[src/rtl/uart_pkg.sv]
// Shared UART types and constants.
//   DATA_W            width of one UART data byte
//   frame_type_t      frame type encoding shared with uart_tnsm
//   parity_type_t     parity type encoding shared with uart_tnsm
//   stop_type_t       stop type encoding shared with uart_tnsm
//   tx_sched_state_e  states of the transmit scheduler
package uart_pkg;

  localparam int unsigned DATA_W = 8;

  typedef logic [1:0] frame_type_t;
  typedef logic [1:0] parity_type_t;
  typedef logic       stop_type_t;

  typedef enum logic [2:0] {
    IDLE,
    GRANT,
    LAUNCH,
    WAIT,
    RELEASE
  } tx_sched_state_e;

endpackage

[src/rtl/uart_rr_arbiter.sv]
// Combinational round-robin arbiter.
// Picks the first set request at or after rr_ptr, wrapping modulo NUM_REQ.
//   req     in   NUM_REQ  level requests
//   rr_ptr  in   PTR_W    highest-priority requester index (must be < NUM_REQ)
//   pick    out  NUM_REQ  one-hot winner, all zero when req is zero
module uart_rr_arbiter #(
  parameter  int unsigned NUM_REQ = 4,
  localparam int unsigned PTR_W   = $clog2(NUM_REQ)
) (
  input  logic [NUM_REQ-1:0] req,
  input  logic [PTR_W-1:0]   rr_ptr,
  output logic [NUM_REQ-1:0] pick
);

  logic [2*NUM_REQ-1:0] req_dbl;
  logic [2*NUM_REQ-1:0] pick_dbl;
  logic [NUM_REQ-1:0]   rot_req;
  logic [NUM_REQ-1:0]   rot_pick;

  // Rotate so rr_ptr lands on bit 0, take the lowest set bit, rotate back.
  always_comb begin
    // NOTE: every variable gets a value before any conditional logic so no latch is inferred.
    rot_pick = '0;
    req_dbl  = {req, req} >> rr_ptr;
    rot_req  = req_dbl[NUM_REQ-1:0];
    for (int i = NUM_REQ - 1; i >= 0; i--) begin
      if (rot_req[i]) begin
        rot_pick    = '0;
        rot_pick[i] = 1'b1;
      end
    end
    pick_dbl = {{NUM_REQ{1'b0}}, rot_pick} << rr_ptr;
    pick     = pick_dbl[2*NUM_REQ-1:NUM_REQ] | pick_dbl[NUM_REQ-1:0];
  end

endmodule

[src/rtl/uart_tx_sched.sv]
// Round-robin scheduler sharing one uart_tnsm transmitter among NUM_REQ requesters.
// Optional launch watchdog: define UART_TX_SCHED_TIMEOUT_EN.
//   clk, rst                      system clock, synchronous active-high reset
//   enable                        when low, no new grants are issued
//   req / req_data                level requests and their bytes (byte i on [8i+7:8i])
//   cfg_frame/parity/stop_type    frame config, sampled at grant
//   gnt / done                    one-hot grant (grant to frame end), one-cycle completion
//   err                           one-cycle watchdog abort pulse (timeout build only)
//   tnsm_clk_en, tx_busy          baud tick and busy from uart_tnsm
//   tx_active, tx_tnsm, tx_clr    control to uart_tnsm
//   tx_data, tx_*_type            latched byte and frame config to uart_tnsm
module uart_tx_sched
  import uart_pkg::*;
#(
  parameter int unsigned NUM_REQ     = 4,
  parameter int unsigned TIMEOUT_CYC = 4096
) (
  input  logic                    clk,
  input  logic                    rst,
  input  logic                    enable,
  input  logic [NUM_REQ-1:0]      req,
  input  logic [NUM_REQ*8-1:0]    req_data,
  input  frame_type_t             cfg_frame_type,
  input  parity_type_t            cfg_parity_type,
  input  stop_type_t              cfg_stop_type,
  output logic [NUM_REQ-1:0]      gnt,
  output logic [NUM_REQ-1:0]      done,
  output logic                    err,
  input  logic                    tnsm_clk_en,
  input  logic                    tx_busy,
  output logic                    tx_active,
  output logic                    tx_tnsm,
  output logic [DATA_W-1:0]       tx_data,
  output frame_type_t             tx_frame_type,
  output parity_type_t            tx_parity_type,
  output stop_type_t              tx_stop_type,
  output logic                    tx_clr
);

  localparam int unsigned PTR_W = $clog2(NUM_REQ);

  tx_sched_state_e   state_q, state_d;
  logic [PTR_W-1:0]  rr_ptr_q, rr_ptr_d;
  logic [PTR_W-1:0]  owner_q, owner_d;
  logic [DATA_W-1:0] data_q, data_d;
  frame_type_t       frame_q, frame_d;
  parity_type_t      parity_q, parity_d;
  stop_type_t        stop_q, stop_d;

  logic [NUM_REQ-1:0] pick;
  logic [PTR_W-1:0]   pick_idx;
  logic [DATA_W-1:0]  pick_data;
  logic               timeout;
  logic               unused_in;

  uart_rr_arbiter #(.NUM_REQ(NUM_REQ)) u_arb (
    .req    (req),
    .rr_ptr (rr_ptr_q),
    .pick   (pick)
  );

  always_comb begin
    pick_idx  = '0;
    pick_data = '0;
    for (int i = 0; i < NUM_REQ; i++) begin
      if (pick[i]) begin
        pick_idx  = PTR_W'(i);
        pick_data = req_data[DATA_W*i +: DATA_W];
      end
    end
  end

`ifdef UART_TX_SCHED_TIMEOUT_EN
  localparam int unsigned CNT_W = $clog2(TIMEOUT_CYC + 1);

  logic [CNT_W-1:0] cnt_q, cnt_d;

  // Counts cycles spent waiting on uart_tnsm; cleared in every other state.
  always_comb begin
    cnt_d = (state_q == LAUNCH || state_q == WAIT) ? cnt_q + 1'b1 : '0;
  end

  always_ff @(posedge clk) begin
    if (rst) cnt_q <= '0;
    else     cnt_q <= cnt_d;
  end

  assign timeout   = (state_q == LAUNCH || state_q == WAIT) && (cnt_q == CNT_W'(TIMEOUT_CYC));
  assign unused_in = tnsm_clk_en;
`else
  assign timeout   = 1'b0;
  assign unused_in = tnsm_clk_en | (TIMEOUT_CYC == 0);
`endif

  always_comb begin
    state_d  = state_q;
    rr_ptr_d = rr_ptr_q;
    owner_d  = owner_q;
    data_d   = data_q;
    frame_d  = frame_q;
    parity_d = parity_q;
    stop_d   = stop_q;
    unique case (state_q)
      IDLE: begin
        // tx_busy high here means someone else owns the transmitter; hold off.
        if (enable && (|req) && !tx_busy) begin
          state_d  = GRANT;
          owner_d  = pick_idx;
          data_d   = pick_data;
          frame_d  = cfg_frame_type;
          parity_d = cfg_parity_type;
          stop_d   = cfg_stop_type;
        end
      end
      // tx_tnsm is held low here so uart_tnsm always sees a fresh rising edge.
      GRANT:   state_d = LAUNCH;
      LAUNCH:  if (timeout) state_d = RELEASE;
               else if (tx_busy) state_d = WAIT;
      WAIT:    if (timeout || !tx_busy) state_d = RELEASE;
      RELEASE: begin
        state_d  = IDLE;
        rr_ptr_d = (owner_q == PTR_W'(NUM_REQ - 1)) ? '0 : owner_q + 1'b1;
      end
      default: state_d = IDLE;
    endcase
  end

  always_ff @(posedge clk) begin
    // NOTE: sequential state uses non-blocking assignments so every register samples pre-edge values.
    if (rst) begin
      state_q  <= IDLE;
      rr_ptr_q <= '0;
      owner_q  <= '0;
      data_q   <= '0;
      frame_q  <= '0;
      parity_q <= '0;
      stop_q   <= '0;
    end else begin
      state_q  <= state_d;
      rr_ptr_q <= rr_ptr_d;
      owner_q  <= owner_d;
      data_q   <= data_d;
      frame_q  <= frame_d;
      parity_q <= parity_d;
      stop_q   <= stop_d;
    end
  end

  // gnt covers GRANT..WAIT; it drops in RELEASE, the cycle done pulses.
  always_comb begin
    gnt  = '0;
    done = '0;
    for (int i = 0; i < NUM_REQ; i++) begin
      if (owner_q == PTR_W'(i)) begin
        gnt[i]  = (state_q == GRANT) || (state_q == LAUNCH) || (state_q == WAIT);
        done[i] = (state_q == RELEASE);
      end
    end
  end

  assign tx_tnsm        = (state_q == LAUNCH) && !timeout;
  assign tx_active      = enable | (state_q != IDLE);
  assign err            = timeout;
  assign tx_clr         = timeout;
  assign tx_data        = data_q;
  assign tx_frame_type  = frame_q;
  assign tx_parity_type = parity_q;
  assign tx_stop_type   = stop_q;

endmodule

[config.mk]
export PLATFORM = sky130hd
export DESIGN_NAME = uart_tx_sched
export DESIGN_NICKNAME = d
export VERILOG_FILES = /design/src/rtl/uart_pkg.sv /design/src/rtl/uart_rr_arbiter.sv /design/src/rtl/uart_tx_sched.sv
export SDC_FILE = /design/constraint.sdc
export NUM_CORES = 1
export LEC_CHECK = 0
export ABC_AREA = 0
export CAP_MARGIN = 20
export CORE_MARGIN = 4
export CORE_UTILIZATION = 35
export DETAILED_ROUTE_END_ITERATION = 8
export MAX_ROUTING_LAYER = met4
export PLACE_DENSITY_LB_ADDON = 0.25
export SKIP_LAST_GASP = 1
export SLEW_MARGIN = 40
export SYNTH_ARGS = -nofsm -noshare
export SYNTH_HDL_FRONTEND = slang
export SYNTH_HIERARCHICAL = 1
export SYNTH_SLANG_ARGS = --single-unit
[constraint.sdc]
create_clock -name clk -period 1.75 [get_ports clk]
set_input_delay 0.175 -clock clk [delete_from_list [all_inputs] [get_ports clk]]
set_output_delay 0.175 -clock clk [all_outputs]
set_load 0.01 [all_outputs]
# --- Yosys cells after proc, flatten, opt, wreduce, memory -nomap -nowiden ---
# Cells that the tools add are included.
totals:
  regBits: 20
  inputBits: 46
  output_inout_bits: 25
  wordCells: 57
op_classes:
  n_addsub: 1
  n_eq_ne: 10
  n_shift: 2
  mux: 24
  n_bitwise: 2
  reduce_logical: 11
ops:
  columns: ["operator", "n"]
  rows:
  - ["8-bit 2-to-1 mux", 4]
  - ["4-bit 2-to-1 mux", 4]
  - ["3-bit one-hot mux with 4 select lines", 1]
  - ["1-bit 2-to-1 mux", 9]
  - ["3-bit 2-to-1 mux", 3]
  - ["4-bit by 2-bit << shifter with 8-bit output", 1]
  - ["8-bit by 2-bit right shift with 4-bit output", 1]
  - ["3-bit by 2-bit equality test with 1-bit output (second input constant)", 2]
  - ["2-bit 2-to-1 mux", 3]
  - ["2-bit inequality test (second input constant)", 3]
  - ["2-bit equality test (second input constant)", 2]
  - ["4-bit bitwise OR", 1]
  - ["4-bit OR reduction", 1]
  - ["3-bit by 1-bit equality test with 1-bit output (second input constant)", 1]
  - ["3-bit equality test (second input constant)", 1]
  - ["3-bit logical NOT", 1]
  - ["3-bit AND reduction", 1]
  - ["3-bit nonzero test", 1]
  - ["2-bit by 1-bit adder with 2-bit output (second input constant)", 1]
  - ["2-bit by 1-bit equality test with 1-bit output (second input constant)", 1]
  - ["1-bit logical AND", 2]
  - ["2-bit logical NOT", 1]
  - ["1-bit logical OR", 2]
  - ["2-bit AND reduction", 1]
  - ["2 further kinds", 2]

# --- Logic depth before layout (Yosys ltp) ---
logic_depth:
  word_depth: 11
  ltp_mapped: 7
  ltp_nobuf: 6

# --- Modules after synthesis ---
# Netlist, hierarchy kept.
modules_own_cells:
  columns: ["mod", "instances", "cells_each", "area_per_inst_um2", "seq_area_each_um2"]
  rows:
  - ["uart_tx_sched", 1, 132, 1192.4, 400.4]
  - ["uart_rr_arbiter", 1, 18, 110.1, 0.0]

# --- Least setup slack after synthesis ---
# No wires, ideal clock.
synth_path:
  kind: "reg-to-reg"
  from: "register rr_ptr_q[0]"
  to: "register data_q[0] (netlist: tx_data[0])"
  setup_ns: 0.101
  arrival_ns: 1.544
  required_time_ns: 1.649
  setup_slack_ns: 0.105
  path_stages_with_launch: 8
  n_path_buf: 1
  synth_period_minus_slack_ns: 1.645
  cell_sequence: "dfxtp_1 > nor2b_2 > o21ai_0 > and3_1 > clkbuf_1 > nor2b_1 > a221oi_1 > o41ai_1"
synth_via:
  elab_cells_between_ends: 11
  cone_classes: "shift: 2; mux: 8; bitwise: 1"
synth_rtl:
  columns: ["element", "line_no", "text"]
  rows:
  - ["start: declaration", "uart_tx_sched.sv:43", "logic [PTR_W-1:0] rr_ptr_q, rr_ptr_d;"]
  - ["start signal: assignment", "uart_tx_sched.sv:140", "rr_ptr_q <= rr_ptr_d;"]
  - ["8-bit by 2-bit right shift with 4-bit output", "uart_rr_arbiter.sv:24", "req_dbl = {req, req} >> rr_ptr;"]
  - ["4-bit 2-to-1 mux (4 in a row)", "uart_rr_arbiter.sv:27", "if (rot_req[i]) begin"]
  - ["4-bit by 2-bit << shifter with 8-bit output (*)", "uart_rr_arbiter.sv:32", "pick_dbl = {{NUM_REQ{1'b0}}, rot_pick} << rr_ptr;"]
  - ["4-bit bitwise OR (*)", "uart_rr_arbiter.sv:33", "pick = pick_dbl[2*NUM_REQ-1:NUM_REQ] | pick_dbl[NUM_REQ-1:0];"]
  - ["net pick[1]", "uart_tx_sched.sv:50", "logic [NUM_REQ-1:0] pick;"]
  - ["8-bit 2-to-1 mux (*) (3 in a row)", "uart_tx_sched.sv:66", "if (pick[i]) begin"]
  - ["end signal: assignment", "uart_tx_sched.sv:142", "data_q <= data_d;"]
  - ["end: declaration", "uart_tx_sched.sv:45", "logic [DATA_W-1:0] data_q, data_d;"]
# Mark *: on every way through the listed nets, which the timed path passes. The rest lies on a longest branch.
# A chain may end at the register's enable or synchronous reset.

# --- Final worst setup path ---
layout_path:
  from: "input req[2]"
  to: "register data_q[7] (netlist: tx_data[7])"
layout_via:
  elab_chain_cells: 11
  elab_cells_between_ends: 15
  cone_classes: "shift: 2; mux: 8; bitwise: 1; reduce/logical: 4"
layout_rtl:
  columns: ["element", "line_no", "text"]
  rows:
  - ["start: declaration", "uart_tx_sched.sv:21", "input logic [NUM_REQ-1:0] req,"]
  - ["8-bit by 2-bit right shift with 4-bit output (*)", "uart_rr_arbiter.sv:24", null]
  - ["4-bit 2-to-1 mux (3 in a row)", "uart_rr_arbiter.sv:27", null]
  - ["4-bit 2-to-1 mux (*)", "uart_rr_arbiter.sv:27", null]
  - ["4-bit by 2-bit << shifter with 8-bit output (*)", "uart_rr_arbiter.sv:32", null]
  - ["4-bit bitwise OR (*)", "uart_rr_arbiter.sv:33", null]
  - ["net pick[0]", "uart_tx_sched.sv:50", null]
  - ["8-bit 2-to-1 mux (*) (4 in a row)", "uart_tx_sched.sv:66", null]
# Marked as above.

==> impl_metrics.env <==
export IMPL_hold_path_class="reg2reg"
export IMPL_min_to="tx_parity_type[0]"
export IMPL_via_per_inst=5.579
export IMPL_p_seq_frac=0.408
export IMPL_cp_start_kind="primary input"
export IMPL_fillers=297
export IMPL_grt_usage=0.1745
export IMPL_swShare=0.2826
export IMPL_cap_violations=0
export IMPL_r2r_end="tx_data[0]"
export IMPL_pwr_share_clk=0.241
export IMPL_antenna_found_initial=0
export IMPL_syn_avg_cell_area_um2=8.683
export IMPL_cp_required_ns=1.88
export IMPL_cts_inserted_buffers=3
export IMPL_synthToLayoutAreaGrowth_pct=83.38
export IMPL_die_area_um2=4762
export IMPL_final_util=0.6887
export IMPL_seq_area_frac_synth=0.3074
export IMPL_dominantRegCellSynth="dfxtp_1"
export IMPL_fin_setup_tns_ns=0
export IMPL_grt_setup_unrepaired="yes"
export IMPL_ys_types=47
export IMPL_finalMaxSlewViolations=0
export IMPL_wl_per_cell_um=15.99
export IMPL_post_route_period_util=0.9942
export IMPL_netlist_area_um2=1302
export IMPL_globalRouteOverflowTotal=0
export IMPL_hp_start="tx_parity_type[0]"
export IMPL_critPathMaxFanout=6
export IMPL_holdPathStages=2
export IMPL_synthArstFlopShare=0
export IMPL_worstSetupPathType="in2reg"
export IMPL_gp_congestion=0.8441
export IMPL_drc=0
export IMPL_cts_root_buf="clkbuf_8"
export IMPL_diodes=0
export IMPL_fmax_mhz=574.8
export IMPL_ctsHoldBuffers=0
export IMPL_worstPathArrival_ns=1.87
export IMPL_drt_initial_drc_count=67
export IMPL_rrSetupSlack_ns=0.08
export IMPL_clkTransAtPathRegs_ns=0.07
export IMPL_power_density_nw_per_um2=512.7
export IMPL_first_global_vias=1504
export IMPL_synth_edff_count=0
export IMPL_ys_ff_latch=20
export IMPL_drive_gt1_frac=0.2778
export IMPL_fin_skew_ns=0.003343
export IMPL_cts_tree="yes"
export IMPL_switchingPower_uw=346.1
export IMPL_synth_warnings=6
export IMPL_portBuffers=67
export IMPL_cts_sinks=20
export IMPL_cp_end_kind="register"
export IMPL_final_nets=286
export IMPL_reg2reg_depth=3
export IMPL_irDropWorstVdd_mv=0.2362
export IMPL_dr_pass1_iters=4
export IMPL_vias=1562
export IMPL_outcome="completed"
export IMPL_grt_max_degree=12
export IMPL_ant_nets=0
export IMPL_grt_pass1_wl_mm=6.913
export IMPL_intPower_uw=878.4
export IMPL_synthCells=150
export IMPL_cts_max_level=1
export IMPL_share_comb_of_total_power=0.351
export IMPL_die_h_um=69.01
export IMPL_setup_viol=0
export IMPL_core_um2=3468
export IMPL_dp_final_hpwl_mm=3.375
export IMPL_rows=21
export IMPL_power_mw=1.225
export IMPL_die_x_um=69.01
export IMPL_routed_wl_mm=4.476
export IMPL_clockBufferDepth=2
export IMPL_r2r_start="state_q[1]"
export IMPL_fin_crit_ns=1.740
export IMPL_clock_latency_ns=0.25
export IMPL_leakage_nw=0.9796
export IMPL_start_util=0.3755
export IMPL_ios=71
export IMPL_hold_violations=0
-- stage by stage --
| step | setup WS (ns) | area (um2) | instances | hold slack, ns |
|---|---|---|---|---|
| after floorplan | 0.1054 | 1306 | 151 | 0.2530 |
| after global placement | -0.2754 | 2132 | 270 | 0.4576 |
| after detailed placement | -0.3429 | 2132 | 270 | 0.4709 |
| after CTS | -0.001015 | 2197 | 274 | 0.4806 |
| after global routing | -0.03004 | 2389 | 280 | 0.5057 |
| final | 0.01016 | 2389 | 280 | 0.4767 |
-- how the worst max path moves through the flow --
stage / start / endpoint / slack, ns / cells past startpoint
after detailed placement: req[2] / tx_data[7] / -0.34 / 7
final: req[2] / tx_data[7] / 0.01 / 8
after global placement: req[0] / tx_data[5] / -0.28 / 7
after CTS: req[0] / tx_data[7] / -0.001 / 7
after floorplan: rr_ptr_q[0] / tx_data[0] / 0.11 / 7
after global routing: req[0] / tx_data[0] / -0.03 / 8
-- logic make-up (layout without fill, tap and decap cells) --
| family | Yosys count | count (layout) | synth area share |
|---|---|---|---|
| AOI/OAI and AO/OA | 52 | 52 | 0.3084 |
| adders and majority gates | 4 | 4 | 0.03843 |
| buffers and inverters | 19 | 102 | 0.07396 |
| DFF | 20 | 20 | 0.3074 |
| muxes | 2 | 2 | 0.01537 |
| other | 1 | 2 | 0.002879 |
| and+or+nand+nor | 52 | 52 | 0.2536 |
-- routing by layer --
metal / track usage / routed length, um
met1: 0.2145 / 1901
met4: 0.04772 / 34
met5: - / 0
met3: 0.02616 / 218
met2: 0.2966 / 2321
-- synthesized netlist by cell type, types with 3 or more instances --
cell,count,area [um2]
a21oi_1,5,25.02
a221oi_1,7,61.31
and2_1,8,50.05
clkbuf_1,6,22.52
dfxtp_1,20,400.4
ha_1,4,50.05
inv_1,4,15.01
nand2b_1,4,25.02
nand4_1,5,31.28
nor2_1,8,30.03
nor2b_1,3,18.77
nor3_1,5,25.02
nor3b_1,3,22.52
nor4_1,3,18.77
o21ai_0,3,15.01
o22ai_1,7,43.79
o311ai_0,3,26.28
o311ai_1,4,35.03
o31ai_1,6,45.04
o41ai_1,7,61.31
-- power by group through the flow --
stage / Sequential (mW) / Combinational (mW) / Clock (mW)
floorplan: 0.512 / 0.151 / 0
global placement: 0.507 / 0.358 / 0
detailed placement: 0.508 / 0.367 / 0
CTS: 0.499 / 0.375 / 0.300
global route: 0.503 / 0.460 / 0.315
finish: 0.499 / 0.430 / 0.295
-- registers in the layout, summed over array words and instances (netlist names) --
name and count:
tx_parity_type 2, state_q 3, tx_data 8, tx_stop_type 1, owner_q 2, rr_ptr_q 2, tx_frame_type 2
-- layout make-up --
| cell class | count | area [um2] | share of cell area |
|---|---|---|---|
| well taps | 46 | 57.56 | 0.02410 |
| inverters | 5 | 22.52 | 0.009429 |
| multi-input cells | 112 | 948.4 | 0.3971 |
| repair buffers | 94 | 908.4 | 0.3803 |
| flip-flops and latches | 20 | 410.4 | 0.1718 |
| clock buffers | 3 | 41.29 | 0.01729 |
-- timing repair --
action                     CTS  global route
setup endpoints to repair   16            18
setup buffers                1             6
gates resized for setup     13            33
pin swaps                    0             7
-- placed cells by master, fill, tap and decap left out, types with 4 or more instances in the layout --
master / netlist / layout
clkdlybuf4s50_1: 0 / 57
buf_4: 2 / 25
dfxtp_1: 20 / 14
and2_1: 8 / 8
a221oi_2: 0 / 7
o31ai_1: 6 / 6
nor2_1: 8 / 6
dlymetal6s2s_1: 0 / 6
nand4_1: 5 / 5
a21oi_1: 5 / 5
nor3_1: 5 / 5
o22ai_1: 7 / 5
dfxtp_2: 0 / 5
inv_1: 4 / 4
o311ai_1: 4 / 4
o41ai_1: 7 / 4
ha_1: 4 / 4
dlygate4sd2_1: 0 / 4
-- worst max-delay path, stage by stage --
cell and delay (ns):
clkdlybuf4s50_1 0.49, nor2b_2 0.17, nor3b_1 0.06, o31a_1 0.31
nor2b_4 0.16, buf_4 0.13, a221oi_2 0.27, o41ai_2 0.09
No activity file was read; power rests on OpenSTA's default activity.
